--- src/rtl/ram_port_arbiter_pkg.sv ---
// ram_port_arbiter_pkg
//  Shared definitions for the RAM port arbiter: FSM state encodings and the
//  width of the burst beat counter.
//  Optional feature macro used by the arbiter top: RAM_ARB_FIXED_PRIO_EN.
package ram_port_arbiter_pkg;

    // Arbiter FSM states: no owner, or an owner holding the burst lock.
    typedef enum logic [0:0] {
        ST_IDLE   = 1'b0,
        ST_LOCKED = 1'b1
    } arb_state_t;

    // Beat counter must hold values up to BURST_MAX (max 15).
    localparam int BEAT_W = 4;

endpackage

--- src/rtl/ram_port_arbiter_rr_pick.sv ---
// ram_port_arbiter_rr_pick
//  Combinational rotate-priority picker. Searches in_req starting at index
//  in_ptr upward, wrapping at NUM_REQ, and reports the first set bit.
// Ports
//  in_req      NUM_REQ  request vector
//  in_ptr      IDX_W    index where the search starts (highest priority)
//  out_found   1        at least one request is set
//  out_idx     IDX_W    index of the winner (0 when none)
//  out_onehot  NUM_REQ  one-hot winner (all zero when none)
module ram_port_arbiter_rr_pick #(
    parameter int NUM_REQ = 4,
    parameter int IDX_W   = 2
) (
    input  logic [NUM_REQ-1:0] in_req,
    input  logic [IDX_W-1:0]   in_ptr,
    output logic               out_found,
    output logic [IDX_W-1:0]   out_idx,
    output logic [NUM_REQ-1:0] out_onehot
);

    int   pos_s;
    logic hit_s;

    // Walk the requests in rotated order; the first hit wins and masks later ones.
    always_comb begin
        out_found  = 1'b0;
        out_idx    = '0;
        out_onehot = '0;
        pos_s      = 0;
        hit_s      = 1'b0;
        for (int i = 0; i < NUM_REQ; i++) begin
            pos_s     = int'(in_ptr) + i;
            pos_s     = (pos_s >= NUM_REQ) ? (pos_s - NUM_REQ) : pos_s;
            hit_s     = in_req[pos_s] && !out_found;
            out_idx   = hit_s ? IDX_W'(pos_s) : out_idx;
            out_found = out_found | hit_s;
        end
        out_onehot[out_idx] = out_found;
    end

endmodule

--- src/rtl/ram_port_arbiter.sv ---
// ram_port_arbiter
//  Shares one port of a dual-port RAM among NUM_REQ requesters using
//  round-robin arbitration with a burst lock of up to BURST_MAX beats.
//  One access per cycle; read data returns one cycle after the grant with a
//  one-hot rvalid tag. Grants are combinational (zero-bubble).
//  Optional: RAM_ARB_FIXED_PRIO_EN makes requester 0 urgent (preempts any
//  other owner in the same cycle).
// Ports
//  in_clk, in_rst            clock, async active-high reset
//  in_req/in_wr              per-requester request and write flag
//  in_addr/in_wdata          packed per-requester address / write data
//  out_gnt                   one-hot grant (access accepted this cycle)
//  out_rvalid/out_rdata      read response, one cycle after read grant
//  out_ram_addr/data/wr      RAM port drive
//  in_ram_data               RAM read data
module ram_port_arbiter
    import ram_port_arbiter_pkg::*;
#(
    parameter int NUM_REQ        = 4,
    parameter int RAM_ADDR_WIDTH = 8,
    parameter int RAM_DATA_WIDTH = 8,
    parameter int BURST_MAX      = 4
) (
    input  logic                                in_clk,
    input  logic                                in_rst,
    input  logic [NUM_REQ-1:0]                  in_req,
    input  logic [NUM_REQ-1:0]                  in_wr,
    input  logic [NUM_REQ*RAM_ADDR_WIDTH-1:0]   in_addr,
    input  logic [NUM_REQ*RAM_DATA_WIDTH-1:0]   in_wdata,
    output logic [NUM_REQ-1:0]                  out_gnt,
    output logic [NUM_REQ-1:0]                  out_rvalid,
    output logic [RAM_DATA_WIDTH-1:0]           out_rdata,
    output logic [RAM_ADDR_WIDTH-1:0]           out_ram_addr,
    output logic [RAM_DATA_WIDTH-1:0]           out_ram_data,
    output logic                                out_ram_wr,
    input  logic [RAM_DATA_WIDTH-1:0]           in_ram_data
);

    localparam int               IDX_W     = (NUM_REQ > 1) ? $clog2(NUM_REQ) : 1;
    localparam logic [IDX_W-1:0] LAST_IDX  = IDX_W'(NUM_REQ - 1);
    localparam logic [BEAT_W-1:0] BURST_LIM = BEAT_W'(BURST_MAX);

    arb_state_t          state_r, state_s;
    logic [IDX_W-1:0]    owner_r, owner_s;
    logic [IDX_W-1:0]    last_r, last_s;
    logic [BEAT_W-1:0]   beat_cnt_r, beat_cnt_s;
    logic [NUM_REQ-1:0]  rvalid_r;

    logic [IDX_W-1:0]    ptr_base_s, ptr_s;
    logic                pick_found_s;
    logic [IDX_W-1:0]    pick_idx_s;
    logic [NUM_REQ-1:0]  pick_onehot_s;
    logic                gnt_any_s;
    logic [IDX_W-1:0]    gnt_idx_s;
    logic [NUM_REQ-1:0]  gnt_s;
    logic [NUM_REQ-1:0]  owner_onehot_s;
    logic                urgent_s;

    // When locked, rotation starts after the owner; when idle, after the last owner.
    assign ptr_base_s = (state_r == ST_LOCKED) ? owner_r : last_r;
    assign ptr_s      = (ptr_base_s == LAST_IDX) ? '0 : (ptr_base_s + IDX_W'(1));
    assign owner_onehot_s = NUM_REQ'(1) << owner_r;

`ifdef RAM_ARB_FIXED_PRIO_EN
    // Requester 0 preempts unless it already holds the lock.
    assign urgent_s = in_req[0] && ((state_r == ST_IDLE) || (owner_r != '0));
`else
    assign urgent_s = 1'b0;
`endif

    ram_port_arbiter_rr_pick #(
        .NUM_REQ (NUM_REQ),
        .IDX_W   (IDX_W)
    ) u_rr_pick (
        .in_req     (in_req),
        .in_ptr     (ptr_s),
        .out_found  (pick_found_s),
        .out_idx    (pick_idx_s),
        .out_onehot (pick_onehot_s)
    );

    // Next-state logic and grant selection; grants are suppressed while in reset.
    always_comb begin
        state_s    = state_r;
        owner_s    = owner_r;
        last_s     = last_r;
        beat_cnt_s = beat_cnt_r;
        gnt_any_s  = 1'b0;
        gnt_idx_s  = owner_r;
        gnt_s      = '0;
        if (in_rst) begin
            gnt_any_s = 1'b0;
        end else if (urgent_s) begin
            gnt_any_s  = 1'b1;
            gnt_idx_s  = '0;
            gnt_s      = NUM_REQ'(1);
            owner_s    = '0;
            beat_cnt_s = BEAT_W'(1);
            state_s    = ST_LOCKED;
        end else begin
            case (state_r)
                ST_IDLE: begin
                    if (pick_found_s) begin
                        gnt_any_s  = 1'b1;
                        gnt_idx_s  = pick_idx_s;
                        gnt_s      = pick_onehot_s;
                        owner_s    = pick_idx_s;
                        beat_cnt_s = BEAT_W'(1);
                        state_s    = ST_LOCKED;
                    end else begin
                        state_s = ST_IDLE;
                    end
                end
                ST_LOCKED: begin
                    if (in_req[owner_r] && (beat_cnt_r < BURST_LIM)) begin
                        gnt_any_s  = 1'b1;
                        gnt_idx_s  = owner_r;
                        gnt_s      = owner_onehot_s;
                        beat_cnt_s = beat_cnt_r + BEAT_W'(1);
                    end else begin
                        // Lock released: hand over in the same cycle if anyone waits.
                        last_s = owner_r;
                        if (pick_found_s) begin
                            gnt_any_s  = 1'b1;
                            gnt_idx_s  = pick_idx_s;
                            gnt_s      = pick_onehot_s;
                            owner_s    = pick_idx_s;
                            beat_cnt_s = BEAT_W'(1);
                        end else begin
                            state_s = ST_IDLE;
                        end
                    end
                end
                default: begin
                    state_s = ST_IDLE;
                end
            endcase
        end
    end

    // RAM port mux: granted requester's fields, all zero with no grant.
    always_comb begin
        if (gnt_any_s) begin
            out_ram_addr = in_addr[int'(gnt_idx_s)*RAM_ADDR_WIDTH +: RAM_ADDR_WIDTH];
            out_ram_data = in_wdata[int'(gnt_idx_s)*RAM_DATA_WIDTH +: RAM_DATA_WIDTH];
            out_ram_wr   = in_wr[gnt_idx_s];
        end else begin
            out_ram_addr = '0;
            out_ram_data = '0;
            out_ram_wr   = 1'b0;
        end
    end

    // State, ownership and read-response pipeline registers.
    always_ff @(posedge in_clk or posedge in_rst) begin
        if (in_rst) begin
            state_r    <= ST_IDLE;
            owner_r    <= '0;
            last_r     <= LAST_IDX;
            beat_cnt_r <= '0;
            rvalid_r   <= '0;
        end else begin
            state_r    <= state_s;
            owner_r    <= owner_s;
            last_r     <= last_s;
            beat_cnt_r <= beat_cnt_s;
            rvalid_r   <= gnt_s & ~in_wr;
        end
    end

    assign out_gnt    = gnt_s;
    assign out_rvalid = rvalid_r;
    assign out_rdata  = in_ram_data;

endmodule

--- config.mk ---
export PLATFORM = sky130hd
export DESIGN_NAME = ram_port_arbiter
export DESIGN_NICKNAME = d
export VERILOG_FILES = /design/src/rtl/ram_port_arbiter_pkg.sv /design/src/rtl/ram_port_arbiter_rr_pick.sv /design/src/rtl/ram_port_arbiter.sv
export SDC_FILE = /design/constraint.sdc
export NUM_CORES = 1
export LEC_CHECK = 0
export ABC_AREA = 1
export ABC_CLOCK_PERIOD_IN_PS = 7800
export BUFFER_PORTS_ARGS = -buffer_cell sky130_fd_sc_hd__buf_2
export CORE_MARGIN = 2
export CORE_UTILIZATION = 35
export CTS_CLUSTER_SIZE = 16
export DETAILED_ROUTE_END_ITERATION = 16
export GPL_TIMING_DRIVEN = 0
export PLACE_DENSITY = 0.73
export SYNTH_ARGS = -nofsm -noshare
export SYNTH_HDL_FRONTEND = slang
export SYNTH_HIERARCHICAL = 1
export SYNTH_SLANG_ARGS = --single-unit
--- constraint.sdc ---
create_clock -name in_clk -period 7.8 [get_ports in_clk]
set_clock_uncertainty 0.2 [all_clocks]
set_input_delay 1.17 -clock in_clk [delete_from_list [all_inputs] [get_ports in_clk]]
set_output_delay 1.17 -clock in_clk [all_outputs]
set_load 0.005 [all_outputs]
# [Word level (Yosys, flattened, before mapping)]
# Index checks and enable logic that the tools add are counted.
# W data, S select, Z words.
[totals] regBits=13 latch_bits=0 ram_bits=0 rom_bits=0 inputBits=82 out_inout_bits=33 word_cells=95 memories=0
[op_classes] add_sub_neg=9 multipliers=0 div_mod_pow=0 order_cmp=13 eq_ne=1 n_shift=3 mux=46 bitwise_logic=9 reduce_logical=9
[op_table] op="$lt A32 B4 Y1 const B" count=4
[op_table] op="$mux W32" count=4
[op_table] op="$ge A32 B4 Y1 const B" count=3
[op_table] op="$sub A32 B4 Y32 const B" count=3
[op_table] op="$shiftx A32 B6 Y8" count=2
[op_table] op="$mux W4" count=5
[op_table] op="$mux W2" count=9
[op_table] op="$mux W8" count=2
[op_table] op="$pmux W4 S2" count=2
[op_table] op="$mux W1" count=15
[op_table] op="$bmux W1 S2" count=6
[op_table] op="$lt A2 B3 Y1 const B" count=3
[op_table] op="$and A4 B4 Y4" count=2
[op_table] op="$add A2 B2 Y3 const B" count=2
[op_table] op="$logic_and A1 B1 Y1" count=5
[op_table] op="$add A4 B1 Y4 const B" count=1
[op_table] op="$lt A4 B3 Y1 const B" count=1
[op_table] op="$not A4 Y4" count=1
[op_table] op="$pmux W2 S2" count=1
[op_table] op="$shl A1 B2 Y4 const A" count=1
[op_table] op="$sub A2 B3 Y4 const B" count=1
[op_table] op="$add A2 B1 Y3 const B" count=1
[op_table] op="$ge A2 B3 Y1 const B" count=1
[op_table] op="$logic_not A1 Y1" count=3
[op_table] op="8 further kinds" count=12

# [Depth between registers and ports, before layout]
[logic_depth] word_depth=27 ltp_mapped=21 ltp_nobuf=20

# [Modules after synthesis]
# The synthesis kept the hierarchy.
[by_module_without_submodules] mod="ram_port_arbiter" instances=1 cells_per_inst=298 area_per_inst_um2=1816.7 seq_area_each_um2=327.8
[by_module_without_submodules] mod="ram_port_arbiter_rr_pick" instances=1 cells_per_inst=70 area_per_inst_um2=336.6 seq_area_each_um2=0.0

# [Worst setup path before layout]
# No wires, ideal clock.
[synth_path] kind="input to output" start="in in_rst" end="out out_ram_data[4]" arrival_time_ps=2760 slack_ps=3670 stages=10 cell_sequence="buf_4 > clkinv_1 > nand2_1 > inv_1 > nand2_4 > nand2_2 > buf_2 > nand3_1 > nand3_1 > a21oi_2"
[synth_between] elab_chain_cells=3 word_cells_on_any_way=4
[synth_lines] element="from (decl)" line="ram_port_arbiter.sv:25" source="input logic in_rst,"
[synth_lines] element="$mux W2" line="ram_port_arbiter.sv:91" source="if (in_rst) begin"
[synth_lines] element="$shiftx A32 B6 Y8" line="ram_port_arbiter.sv:145" source="out_ram_data = in_wdata[int'(gnt_idx_s)*RAM_DATA_WIDTH +: RAM_DATA_WIDTH];"
[synth_lines] element="$mux W8 (*)" line="ram_port_arbiter.sv:143" source="if (gnt_any_s) begin"
[synth_lines] element="to (decl)" line="ram_port_arbiter.sv:34" source="output logic [RAM_DATA_WIDTH-1:0] out_ram_data,"
# Every way passes the cells marked *; elsewhere a longest branch is shown, timed or not.

# [Worst setup path after layout]
[layout_path] start="reg owner_r[0]" end="out out_ram_addr[2]"
[layout_between] elab_chain_cells=23 word_cells_on_any_way=57
[layout_lines] element="from (decl)" line="ram_port_arbiter.sv:44" source="logic [IDX_W-1:0] owner_r, owner_s;"
[layout_lines] element="from (signal assigned)" line="ram_port_arbiter.sv:164" source="owner_r <= owner_s;"
[layout_lines] element="$mux W2 (*)" line="ram_port_arbiter.sv:60" source="assign ptr_base_s = (state_r == ST_LOCKED) ? owner_r : last_r;"
[layout_lines] element="$add A2 B1 Y2 / $eq A2 B2 Y1 (equally long branches)" line="ram_port_arbiter.sv:61" source="assign ptr_s = (ptr_base_s == LAST_IDX) ? '0 : (ptr_base_s + IDX_W'(1));"
[layout_lines] element="$mux W2 (*)" line="ram_port_arbiter.sv:61"
[layout_lines] element="net ptr_s[0]" line="ram_port_arbiter.sv:49" source="logic [IDX_W-1:0] ptr_base_s, ptr_s;"
[layout_lines] element="$add A2 B1 Y3 (tied with other cells)" line="ram_port_arbiter_rr_pick.sv:32" source="pos_s = int'(in_ptr) + i;"
[layout_lines] element="$sub A32 B4 Y32 (tied with other cells)" line="ram_port_arbiter_rr_pick.sv:33" source="pos_s = (pos_s >= NUM_REQ) ? (pos_s - NUM_REQ) : pos_s;"
[layout_lines] element="$mux W32 / $bmux W1 S2 (equally long branches)" line="ram_port_arbiter_rr_pick.sv:33, ram_port_arbiter_rr_pick.sv:34"
[layout_lines] element="$bmux W1 S2 / $mux W1 (equally long branches)" line="ram_port_arbiter_rr_pick.sv:34" source="hit_s = in_req[pos_s] && !out_found;"
[layout_lines] element="(+8 left out)"
[layout_lines] element="$logic_and A1 B1 Y1" line="ram_port_arbiter_rr_pick.sv:34"
[layout_lines] element="$or A1 B1 Y1 (*)" line="ram_port_arbiter_rr_pick.sv:36" source="out_found = out_found | hit_s;"
[layout_lines] element="net pick_found_s" line="ram_port_arbiter.sv:50" source="logic pick_found_s;"
[layout_lines] element="$mux W2 (2 in a row)"
[layout_lines] element="$pmux W2 S2" line="ram_port_arbiter.sv:101" source="case (state_r)"
[layout_lines] element="$mux W2" line="ram_port_arbiter.sv:91"
[layout_lines] element="$shiftx A32 B6 Y8" line="ram_port_arbiter.sv:144" source="out_ram_addr = in_addr[int'(gnt_idx_s)*RAM_ADDR_WIDTH +: RAM_ADDR_WIDTH];"
[layout_lines] element="$mux W8 (*)" line="ram_port_arbiter.sv:143"
[layout_lines] element="to (decl)" line="ram_port_arbiter.sv:33" source="output logic [RAM_ADDR_WIDTH-1:0] out_ram_addr,"
# The timed path passes the listed nets; every way through them passes the cells marked *. The select of a mux whose other input is x is not followed.

==> impl_metrics.toml <==
[setup_path]
start_kind = "flip-flop"
path_class = "flip-flop to output pin"
slowest_delay_ns = 0.49
r2r_start = "owner_r[0]$_DFF_PP0_"
critPathTopFamily = "buffers and inverters"
cp_num_buf_inv = 6
r2r_cells = 16
cp_max_fo = 10
slowest_stage = "dfrtp_1"
critPathArrivalTime_ns = 3.47
cp-end-kind = "output pin"
path_cells = "inv_2 -> nand2_1 -> o21ai_0 -> xnor2_1 -> inv_2 -> nand2_1 -> nand2_2 -> o21ai_1 -> inv_1 -> nand3_2 -> nand2_1 -> inv_1 -> nand3_2 -> buf_2 -> nand3_1 -> nand3_1 -> a21oi_2 -> buf_2"
worstPathRequired_ns = 6.43
crit_path_frequent_cell = "nand2_1"
r2r_setup_slack_ns = 4.69
worstReg2RegEnd = "owner_r[0]$_DFF_PP0_"

[floorplanning]
start_util = 0.364
die-area_sq_mm = 0.00680
die_h_um = 82.4
core_area_sq_mm = 0.00592
ios = 115
fp.dieW_um = 82.4
rows = 28

[clocking]
htreeDepth = 1
ctsHoldBuffers = 0
cts_setup_buffers = 0
clock-sinks = 13
clk_pin_slew_ns = 0.06
insertion_delay_ns = 0.25
cts_tree = "yes"
cts_buffers = 3
root_buffer = "clkbuf_8"
cts_resized = 0
cts_buffer_depth = 2

[detailed_routing]
antenna_left = 0
wire_per_inst_um = 11.1
drt-total-wl_mm = 6.14
vias = 2626
drtIter0Drc = 84
drc = 0
dr.pass1.iters = 5
via_per_inst = 4.76

[power_and_ir_drop]
intPower_w = 0.000714
p_comb_frac = 0.896
leakagePower_nw = 1.80
p_sw_w = 0.00100
ir_drop_mv = 0.359
power.share.clock = 0.036
power.density_mw_per_mm2 = 609
power.share.sequential = 0.067
p_sw_frac = 0.584

[synthesis]
synth_edf_count = 0
synth_cell_types = 31
ys.warnings.count = 6
seq_area_frac_synth = 0.152
async_flop_share = 1.00
synth.avg_cell_area_sq_um = 5.85
synth_nets = 451
syn_area_sq_mm = 0.00215
syn_inst = 368
synth-seq-cells = 13
synth-main-ff-cell = "dfrtp_1"

[final_layout]
fin_cells = 552
fin_nets = 561
fill_cells = 640
num_antenna_cells = 0
drive_gt1_frac = 0.384
syn_to_final_growth_pct = 30.9

[sta]
fin_crit_sh = 0.620
hold_viol = 0
clock.fmax_ghz = 0.207
setup_tns_ns = 0
min_period_ns = 4.84
relSlewSlack = 0.567
rsz0062_at_grt = "false"
whs_ns = 0.276
maxSlewViolCount = 0
setup_viol = 0
tightest_slew_ns = 0.646

[grt]
grt_pass1_wl_mm = 9.56
overflow = 0
track_usage = 0.178
grt_antenna_before_repair = 0
grt_pass1_vias = 2306
grt_max_degree = 21

[place]
dp_hpwl_mm = 5.06
placedCellCount = 548
place_congestion = 0.932
port_buffers = 105

[worst_hold_path]
whs_path_depth = 2
min_to = "beat_cnt_r[1]$_DFFE_PP0N_"
worstHoldStart = "beat_cnt_r[1]$_DFFE_PP0N_"
holdCritPathClass = "flip-flop to flip-flop"

[status]
outcome = "finished, final reports clean"

[job]
cap_violations = 0
-- how the worst max path moves through the flow --
stage / startpoint / to / slack (ns) / depth (start not counted)
3_5_place_dp: in_rst / out_ram_data[5] / 3.04 / 10
5_1_grt: owner_r[0]$_DFF_PP0_ / out_ram_addr[2] / 2.63 / 18
3_3_place_gp: in_rst / out_ram_addr[2] / 3.12 / 10
2_1_floorplan: in_rst / out_ram_data[4] / 3.67 / 10
6_report: owner_r[0]$_DFF_PP0_ / out_ram_addr[2] / 2.96 / 18
4_1_cts: owner_r[0]$_DFF_PP0_ / out_ram_addr[2] / 2.95 / 18
-- flip-flops by register name, summed over array words and instances, names as in the netlist --
register / cells
beat_cnt_r: 4
out_rvalid: 4
last_r: 2
owner_r: 2
state_r: 1
-- power groups by stage --
stage	Sequential [W]	Clock (W)	Combinational [W]
2_1_floorplan	0.000113	0	0.00116
3_3_place_gp	0.000115	0	0.00150
3_5_place_dp	0.000116	0	0.00154
4_1_cts	0.000115	0.0000644	0.00154
5_1_grt	0.000119	0.0000664	0.00172
6_report	0.000116	0.0000623	0.00154
-- worst register-to-register path, cell delays in order (launching register included) --
cell     delay (ns)
dfrtp_1        0.49
inv_2          0.14
nand2_1        0.07
o21ai_0        0.13
xnor2_1        0.38
inv_2          0.12
nand2_1        0.09
nand2_2        0.08
o21ai_1        0.17
inv_1          0.07
nand3_2        0.11
nand2_1        0.10
inv_1          0.27
nand3_4        0.19
nand2_4        0.17
buf_4          0.18
inv_1          0.05
-- final cells by class --
class	count	area (sq um)	area share
repair buffers	105	526	0.186
plain buffers	22	168	0.0595
multi-input cells	234	1280	0.453
inverters	99	382	0.135
clock inverters	1	5.00	0.00178
clock buffers	3	41.3	0.0146
flip-flops and latches	13	328	0.116
well taps	75	93.8	0.0333
-- cells in the mapped netlist, types with 2 or more instances --
master,n,area share
nand2_2,11,0.032
nor3_1,4,0.0093
buf_2,7,0.016
buf_6,3,0.016
o21ai_0,6,0.014
inv_2,6,0.010
dfrtp_1,11,0.13
a21oi_1,7,0.016
buf_4,10,0.035
o21ai_1,2,0.0046
nand2_1,73,0.13
nand3_2,14,0.065
nor2_1,8,0.014
nand2_4,4,0.021
dfstp_2,2,0.024
inv_1,90,0.16
nand3_1,83,0.19
o31ai_1,4,0.014
a21oi_2,10,0.041
nand3_4,2,0.016
-- routing by layer --
layer / track usage / vias up / part of all wire / wire length, um
met5: 0 / - / 0 / 0
met4: 0.0733 / 0 / 0.019 / 116
met3: 0.0293 / 11 / 0.075 / 460
met2: 0.298 / 113 / 0.48 / 2960
met1: 0.225 / 1149 / 0.42 / 2600
li1: - / 1353 / - / -
-- metrics by stage --
stage / area, sq um / utilization / setup WS (ns) / power (W)
CTS: 2820 / 0.476 / 2.95 / 0.00172
global route: 2820 / 0.476 / 2.63 / 0.00190
detailed placement: 2770 / 0.468 / 3.04 / 0.00165
floorplan: 2150 / - / 3.67 / 0.00128
finish: 2820 / 0.476 / 2.96 / 0.00172
global placement: 2770 / 0.468 / 3.12 / 0.00162
-- kinds of logic after synthesis --
| group | count (synthesis) | share of synthesized area |
|---|---|---|
| AND/OR/NAND/NOR | 202 | 0.489 |
| buffers and inverters | 121 | 0.255 |
| AO/OA/AOI/OAI | 30 | 0.0941 |
| flip-flops | 13 | 0.152 |
| XOR/XNOR | 1 | 0.00407 |
| adder cells (fa/ha/maj) | 1 | 0.00581 |
-- cells in the final DEF, fill, tap and decap left out, types with 6 or more instances in the layout --
cell type / instances
nand2_1: 73
dfrtp_1: 11
buf_4: 10
inv_2: 6
nand3_1: 83
a21oi_1: 7
o21ai_0: 6
a21oi_2: 10
buf_2: 112
nand2_2: 11
nor2_1: 8
nand3_2: 14
inv_1: 90
Power figures use the tool's default switching activity.
